===== src/rtl/health_ctrl.sv =====
// Player health controller: sums damage from N_SRC sources, applies heals, and runs
// a tick-timed invulnerability window after each hit; latches DEAD until reset.
module health_ctrl #(
    parameter int HP_W      = 4,
    parameter int HP_MAX    = 5,
    parameter int HP_INIT   = 3,
    parameter int N_SRC     = 2,
    parameter int DMG_W     = 2,
    parameter int INV_TICKS = 15
) (
    input  logic                   clk,
    input  logic                   reset,
    input  logic                   tick,
    input  logic [N_SRC-1:0]       dmg_valid,
    input  logic [N_SRC*DMG_W-1:0] dmg_amt,
    input  logic                   heal,
    input  logic [HP_W-1:0]        heal_amt,
    output logic [HP_W-1:0]        health,
    output logic                   invuln,
    output logic                   blink,
    output logic                   hit,
    output logic                   dead
);

    localparam int SUM_W = DMG_W + $clog2(N_SRC);
    localparam int CMP_W = (HP_W > SUM_W) ? HP_W : SUM_W;
    localparam int CNT_W = (INV_TICKS > 1) ? $clog2(INV_TICKS) : 1;

    localparam logic [CNT_W-1:0] CNT_LAST = CNT_W'(INV_TICKS - 1);
    localparam logic [HP_W:0]    HP_MAX_X = (HP_W + 1)'(HP_MAX);
    localparam logic [HP_W-1:0]  HP_MAX_V = HP_W'(HP_MAX);
    localparam logic [HP_W-1:0]  HP_INIT_V = HP_W'(HP_INIT);

    typedef enum logic [1:0] {
        ALIVE  = 2'd0,
        INVULN = 2'd1,
        DEAD   = 2'd2
    } state_t;

    state_t           state;
    logic [CNT_W-1:0] inv_cnt;

    logic [SUM_W-1:0] dmg_sum;
    logic [CMP_W-1:0] health_x;
    logic [CMP_W-1:0] dmg_x;
    logic             lethal;
    logic [HP_W-1:0]  health_after_dmg;
    logic [HP_W:0]    heal_sum;
    logic [HP_W-1:0]  health_after_heal;

    // NOTE: every always_comb output is given a default first so no path can infer a latch.
    always_comb begin
        dmg_sum = '0;
        for (int i = 0; i < N_SRC; i++) begin
            if (dmg_valid[i]) begin
                dmg_sum = dmg_sum + SUM_W'(dmg_amt[i*DMG_W +: DMG_W]);
            end
        end
    end

    // Damage and heal are evaluated at widths wide enough that neither can wrap.
    always_comb begin
        health_x         = CMP_W'(health);
        dmg_x            = CMP_W'(dmg_sum);
        lethal           = (dmg_x >= health_x);
        health_after_dmg = lethal ? '0 : HP_W'(health_x - dmg_x);

        heal_sum          = {1'b0, health} + {1'b0, heal_amt};
        health_after_heal = (heal_sum > HP_MAX_X) ? HP_MAX_V : heal_sum[HP_W-1:0];
    end

    // NOTE: all state and output registers use non-blocking assignments so every register
    // samples the pre-edge values regardless of statement order.
    always_ff @(posedge clk) begin
        if (reset) begin
            state   <= ALIVE;
            health  <= HP_INIT_V;
            inv_cnt <= '0;
            invuln  <= 1'b0;
            blink   <= 1'b0;
            hit     <= 1'b0;
            dead    <= 1'b0;
        end else begin
            hit <= 1'b0;
            case (state)
                ALIVE: begin
                    if (dmg_sum != '0) begin
                        hit    <= 1'b1;
                        health <= health_after_dmg;
                        if (lethal) begin
                            state <= DEAD;
                            dead  <= 1'b1;
                        end else begin
                            state   <= INVULN;
                            invuln  <= 1'b1;
                            blink   <= 1'b1;
                            inv_cnt <= '0;
                        end
                    end else if (heal) begin
                        health <= health_after_heal;
                    end
                end

                INVULN: begin
                    if (heal) begin
                        health <= health_after_heal;
                    end
                    if (tick) begin
                        if (inv_cnt == CNT_LAST) begin
                            state   <= ALIVE;
                            invuln  <= 1'b0;
                            blink   <= 1'b0;
                            inv_cnt <= '0;
                        end else begin
                            inv_cnt <= inv_cnt + 1'b1;
                            blink   <= ~blink;
                        end
                    end
                end

                DEAD: begin
                    health <= '0;
                    dead   <= 1'b1;
                end

                default: begin
                    state  <= ALIVE;
                    invuln <= 1'b0;
                    blink  <= 1'b0;
                    dead   <= 1'b0;
                end
            endcase
        end
    end

endmodule


===== config.mk =====
export PLATFORM = sky130hd
export DESIGN_NAME = health_ctrl
export DESIGN_NICKNAME = d
export VERILOG_FILES = /design/src/rtl/health_ctrl.sv
export SDC_FILE = /design/constraint.sdc
export NUM_CORES = 1
export LEC_CHECK = 0
export CAP_MARGIN = 10
export CORE_MARGIN = 3
export CORE_UTILIZATION = 56
export CTS_CLUSTER_SIZE = 14
export DETAILED_ROUTE_END_ITERATION = 8
export PLACE_DENSITY = 0.91
export SLEW_MARGIN = 40
export SYNTH_ARGS = -nofsm -noshare
export SYNTH_HDL_FRONTEND = slang
export SYNTH_SLANG_ARGS = --single-unit

===== constraint.sdc =====
create_clock -name clk -period 4.27 [get_ports clk]
set_input_delay 0.6405 -clock clk [delete_from_list [all_inputs] [get_ports clk]]
set_output_delay 0.6405 -clock clk [all_outputs]
set_load 0.02 [all_outputs]

Yosys cells after proc, flatten, opt, wreduce, memory -nomap -nowiden
Index checks and enable logic that the tools add are counted.
{"block": "word_totals", "reg_bits": 14, "latchBits": 0, "ram_bits": 0, "rom_bits": 0, "memories": 0}
{"block": "classes", "n_addsub": 4, "n_mul": 0, "div": 0, "order_cmp": 2, "n_eq_ne": 8, "shifts": 0, "mux": 29, "bitwise_logic": 4, "n_reduce_logical": 10}
{"operator": "4-bit two-way mux", "n": 8}
{"operator": "4-bit one-hot mux with 3 select lines", "n": 1}
{"operator": "4-bit AND reduction", "n": 3}
{"operator": "2-bit two-way mux", "n": 5}
{"operator": "2-bit != test (second input constant)", "n": 5}
{"operator": "1-bit two-way mux", "n": 9}
{"operator": "1-bit one-hot mux with 3 select lines", "n": 3}
{"operator": "4-bit one-hot mux with 2 select lines", "n": 1}
{"operator": "2-bit one-hot mux with 3 select lines", "n": 1}
{"operator": "3-bit nonzero test", "n": 2}
{"operator": "4-bit by 4-bit adder with 5-bit output", "n": 1}
{"operator": "5-bit by 3-bit > comparator with 1-bit output (second input constant)", "n": 1}
{"operator": "5-bit AND reduction", "n": 1}
{"operator": "4-bit by 1-bit adder with 4-bit output (second input constant)", "n": 1}
{"operator": "4-bit == test (second input constant)", "n": 1}
{"operator": "3-bit by 4-bit >= comparator with 1-bit output", "n": 1}
{"operator": "1-bit NOT", "n": 4}
{"operator": "4-bit by 3-bit subtractor with 4-bit output", "n": 1}
{"operator": "3-bit by 2-bit adder with 3-bit output", "n": 1}
{"operator": "3-bit two-way mux", "n": 1}
{"operator": "3-bit AND reduction", "n": 1}
{"operator": "2-bit by 1-bit == test with 1-bit output (second input constant)", "n": 1}
{"operator": "2-bit == test (second input constant)", "n": 1}
{"operator": "2-bit zero test", "n": 1}
{"operator": "2 further kinds", "n": 2}

Depth between registers and ports, before layout
{"block": "logic_depth", "depth_word": 7, "mapped_depth": 11}

Worst setup path before layout
OpenSTA, ideal clock, no wires.
{"block": "synth_timing", "path_type": "input to register", "from": "input port dmg_amt[0]", "to": "register health[1]", "setup_ns": 0.130, "arrival_ns": 2.968, "required_time_ns": 4.140, "path_slack_ns": 1.172, "path_stages": 11, "path_buffers": 0, "cell_sequence": "and2_1 ha_1 inv_1 fa_1 mux2_2 fa_1 a211o_1 nand2_1 nor2_1 a221oi_1 o31ai_1"}
{"block": "synth_via", "elab_chain_len": 7, "word_cells_on_any_way": 9}
{"element": "start: declaration", "line_no": "15", "text": "input logic [N_SRC*DMG_W-1:0] dmg_amt,"}
{"element": "2-bit two-way mux (*)", "line_no": "55", "text": "if (dmg_valid[i]) begin"}
{"element": "3-bit by 2-bit adder with 3-bit output", "line_no": "56", "text": "dmg_sum = dmg_sum + SUM_W'(dmg_amt[i*DMG_W +: DMG_W]);"}
{"element": "3-bit two-way mux (*)", "line_no": "55"}
{"element": "4-bit by 3-bit subtractor with 4-bit output / 3-bit by 4-bit >= comparator with 1-bit output (equally long branches)", "line_no": "66, 65"}
{"element": "4-bit two-way mux", "line_no": "66", "text": "health_after_dmg = lethal ? '0 : HP_W'(health_x - dmg_x);"}
{"element": "4-bit two-way mux (*)", "line_no": "87", "text": "if (dmg_sum != '0) begin"}
{"element": "4-bit one-hot mux with 3 select lines (*)", "line_no": "85", "text": "case (state)"}
{"element": "end signal: assignment", "line_no": "89", "text": "health <= health_after_dmg;"}
{"element": "end signal: assignment", "line_no": "100", "text": "health <= health_after_heal;"}
{"element": "end signal: assignment", "line_no": "106", "text": "health <= health_after_heal;"}
{"element": "end: declaration", "line_no": "18", "text": "output logic [HP_W-1:0] health,"}
Mark *: on every way between the ends. The rest lies on a longest branch, timed or not.
A chain may end at the register's enable or synchronous reset.

Worst setup path after layout
{"block": "layout_timing", "from": "input port dmg_valid[0]", "to": "register health[1]"}
{"block": "layout_via", "elab_chain_len": 7, "word_cells_on_any_way": 9}
{"element": "start: declaration", "line_no": "14", "text": "input logic [N_SRC-1:0] dmg_valid,"}
{"element": "2-bit two-way mux (*)", "line_no": "55"}
{"element": "3-bit by 2-bit adder with 3-bit output", "line_no": "56"}
{"element": "3-bit two-way mux (*)", "line_no": "55"}
{"element": "4-bit by 3-bit subtractor with 4-bit output / 3-bit by 4-bit >= comparator with 1-bit output (equally long branches)", "line_no": "66, 65"}
{"element": "4-bit two-way mux", "line_no": "66"}
{"element": "4-bit two-way mux (*)", "line_no": "87"}
{"element": "4-bit one-hot mux with 3 select lines (*)", "line_no": "85"}
Marked as above.

==> metrics.md <==
| Metric | Value |
|---|---|
| GPL Wtd Cong | `0.8663` |
| Slew headroom | `between 50% and 60%` |
| Depth of the most critical reg-to-reg path | `9` |
| Number of synthesized flops with an enable pin | `0` |
| Drt initial violations | `28` |
| WP data arrival | `around 3700 ps` |
| Ys Warns | `0` |
| CTS clk-pin slew, worst paths | `90 ps` |
| Leakage | `about 0.58 nW` |
| Initial Util | `about three fifths` |
| Bufs on Longest Clock Path | `2` |
| MaxCap Viol Count | `0` |
| Tcrit/Tclk final | `approximately four fifths` |
| Maximum vdd drop | `a little under 0.5 mV` |
| Total Power | `0.0009666 W` |
| Total Neg Setup Slack | `0 ps` |
| Maximum clock rate | `between 200 and 300 MHz` |
| Drt first pass iters | `4` |
| Synth unique cells | `46` |
| FP Rows | `16` |
| Pin count of the biggest net entering global routing | `17` |
| Worst Setup End Kind | `flip-flop` |
| Clock root cell | `clkbuf_4` |
| Worst-path cell chain | `clkdlybuf4s50_1 > and2_1 > ha_1 > inv_1 > fa_1 > mux2_2 > fa_1 > a211o_1 > nand2_1 > nor2_1 > a221oi_1 > o31ai_1` |
| Most frequent cells in the layout | `clkdlybuf4s50_1, inv_1, ha_1, dfxtp_1` |
| M1 GR Usage | `a little over a quarter` |
| Hold buffer count at CTS | `0` |
| Vias per Instance | `about 6.3` |
| Syn Nets | `~170` |
| Async set-or-reset flop fraction in the synthesized netlist | `0%` |
| Met2 usage | `41.63%` |
| Synth Area in Adders | `19.73%` |
| Fin. max-slew vios | `0` |
| RSZ-0062 raised after global routing | `no` |
| ANT nets after route | `0` |
| Syn Inst Count | `138` |
| Hold Path Class | `reg2reg` |
| Worst Clk Skew | `roughly 12 ps` |
| Required @ worst endpoint | `~4500 ps` |
| HPWL after detailed placement | `around 2.2 mm` |
| Vias in the first global route | `about 1200` |
| Worst path max stage delay | `500 ps` |
| Endpoints failing setup | `0` |
| Buf+Inv Stages, Crit Path | `2` |
| Pwr Density | `667.7 nW/um^2` |
| Hold WS | `approximately 480 ps` |
| Commonest non-fill, non-tap cell in the layout | `clkdlybuf4s50_1` |
| CP Depth | `12` |
| Post-synthesis compound-gate area fraction | `between 20% and 30%` |
| Largest family of logic cells by synthesized area | `compound AO/OA/AOI/OAI gates` |
| Num CTS Buffers | `3` |
| Ys flop type | `dfxtp_1` |
| Total track usage | `about a quarter` |
| Synth-to-layout area growth | `21.41%` |
| Mux cell area share after synthesis | `under 10%` |
| TritonCTS clock tree | `done` |
| Top Usage Layer GRT | `met2` |
| Post-cts sizing count | `0` |
| IO buf count | `21` |
| Sequential area share after synthesis | `a little under a quarter` |
| Synth Register Bits | `14` |
| # Post-CTS Setup Buffers | `0` |
| Total wire length | `2.907 mm` |
| Core footprint | `between 1500 and 2000 um^2` |
| Drt wl/cell | `15.63 um` |
| Met3 Use GR | `a little under 8%` |
| Slowest CP cell | `clkdlybuf4s50_1` |
| Post-route minimum period | `~3500 ps` |
| Most frequent CP cell | `fa_1` |
| Die area | `2719 um^2` |
| Syn Std Cell Area | `between 1000 and 1500 um^2` |
| Hold Path Depth | `1` |
| Inserted Diodes | `0` |
| CP delay by family, top | `adder cells` |
| Kind of critical path | `in2reg` |
| Clock latency on the worst-skew pair | `~300 ps` |
| Die height | `52.15 um` |
| Chip width | `about 52 um` |
| Worst-Margin Slew | `~600 ps` |
| Crit path launch type | `primary input` |
| Vias | `1177` |
| Synth Area per Inst | `roughly 8.6 um^2` |
| Initial antenna violation count | `0` |
| I/O pin cnt | `22` |
| First-pass GRT wire length | `approximately 4.9 mm` |
| Status | `complete, no violations` |
| Post-synthesis simple-gate area fraction | `between 20% and 30%` |
| Grt total ovfl | `0` |
| Number of nets in the layout | `~190` |
| Residual DRC | `0` |
| Clock sink total | `14` |
| Synth Area in XOR/XNOR | `1.469%` |
| Max H-tree Level | `1` |
| Fin. Hold Viols | `0` |
| Crit Path Max Fanout | `5` |
| Layout cells sized above 1 | `between 8 and 9%` |
[final cells by class]
| cell class | count | area (um^2) |
|---|---|---|
| clock buffer | 4 | 36.28 |
| fill | 154 | 534.3 |
| inverter | 15 | 56.30 |
| multi-input combinational | 105 | 830.8 |
| sequential | 14 | 280.3 |
| tap | 27 | 33.78 |
| timing repair buffer | 21 | 210.2 |
[cells by family after synthesis]
logic type	Yosys count
DFF	14
and+or+nand+nor	45
muxes	4
xor gates and xnor gates	2
buffers and inverters	19
AOI/OAI and AO/OA	37
adders and majority gates	17
[metrics by stage]
step	area [um^2]	utilization, %	std cells	worst slack [ps]
global placement	1411	71.21	182	637.7
floorplan	1192	-	138	1172
finish	1448	73.04	186	784.7
global route	1448	73.04	186	624.4
detailed placement	1411	71.21	182	503.2
CTS	1448	73.04	186	813.2
[cell usage after synthesis, types with 2 or more instances]
master    count  area share, %
nand2b_1      3            1.6
a211o_1       2            1.5
nor4b_1       2            1.5
nand4b_1      3            2.2
and2_1        2            1.0
inv_1        15            4.7
nand3b_1      2            1.3
and3_1        2            1.0
nand2_1       7            2.2
o21ai_1       3            1.3
nor3_1        6            2.5
nor2_1        7            2.2
ha_1         14             15
nand3_1       5            2.1
fa_1          3            5.0
o31ai_1       2            1.3
o21ai_0       3            1.3
a21oi_1       5            2.1
a32o_1        2            1.7
o21a_1        2            1.3
a31oi_1       5            2.6
mux2_2        2            1.9
dfxtp_1      14             24
buf_2         2           0.84
o211ai_1      3            1.9
xor2_1        2            1.5
[flip-flops by register name (all words and copies together) (netlist names)]
name and cells:
health 4, inv_cnt 4, state 2, blink 1, dead 1, hit 1
invuln 1
[per-layer routing]
layer / vias up / wire length, um
met5: - / 0
met3: 12 / 165
met1: 567 / 1202
met2: 48 / 1445
li1: 550 / -
met4: 0 / 93
[power breakdown]
group | switching [W] | total (W) | internal [W] | leakage [nW]
clock network | 0.0000476 | 0.0000996 | 0.0000520 | 0.0210
registers | 0.0000527 | 0.000226 | 0.000173 | 0.115
logic | 0.000362 | 0.000641 | 0.000279 | 0.443
[worst paths after layout]
check                from   endpoint  slack (ps)
max          dmg_valid[0]  health[1]         780
max reg2reg     health[0]  health[1]        2120
min                  dead       dead         480
min reg2reg          dead       dead         480
(Power assumes the default switching activity.)
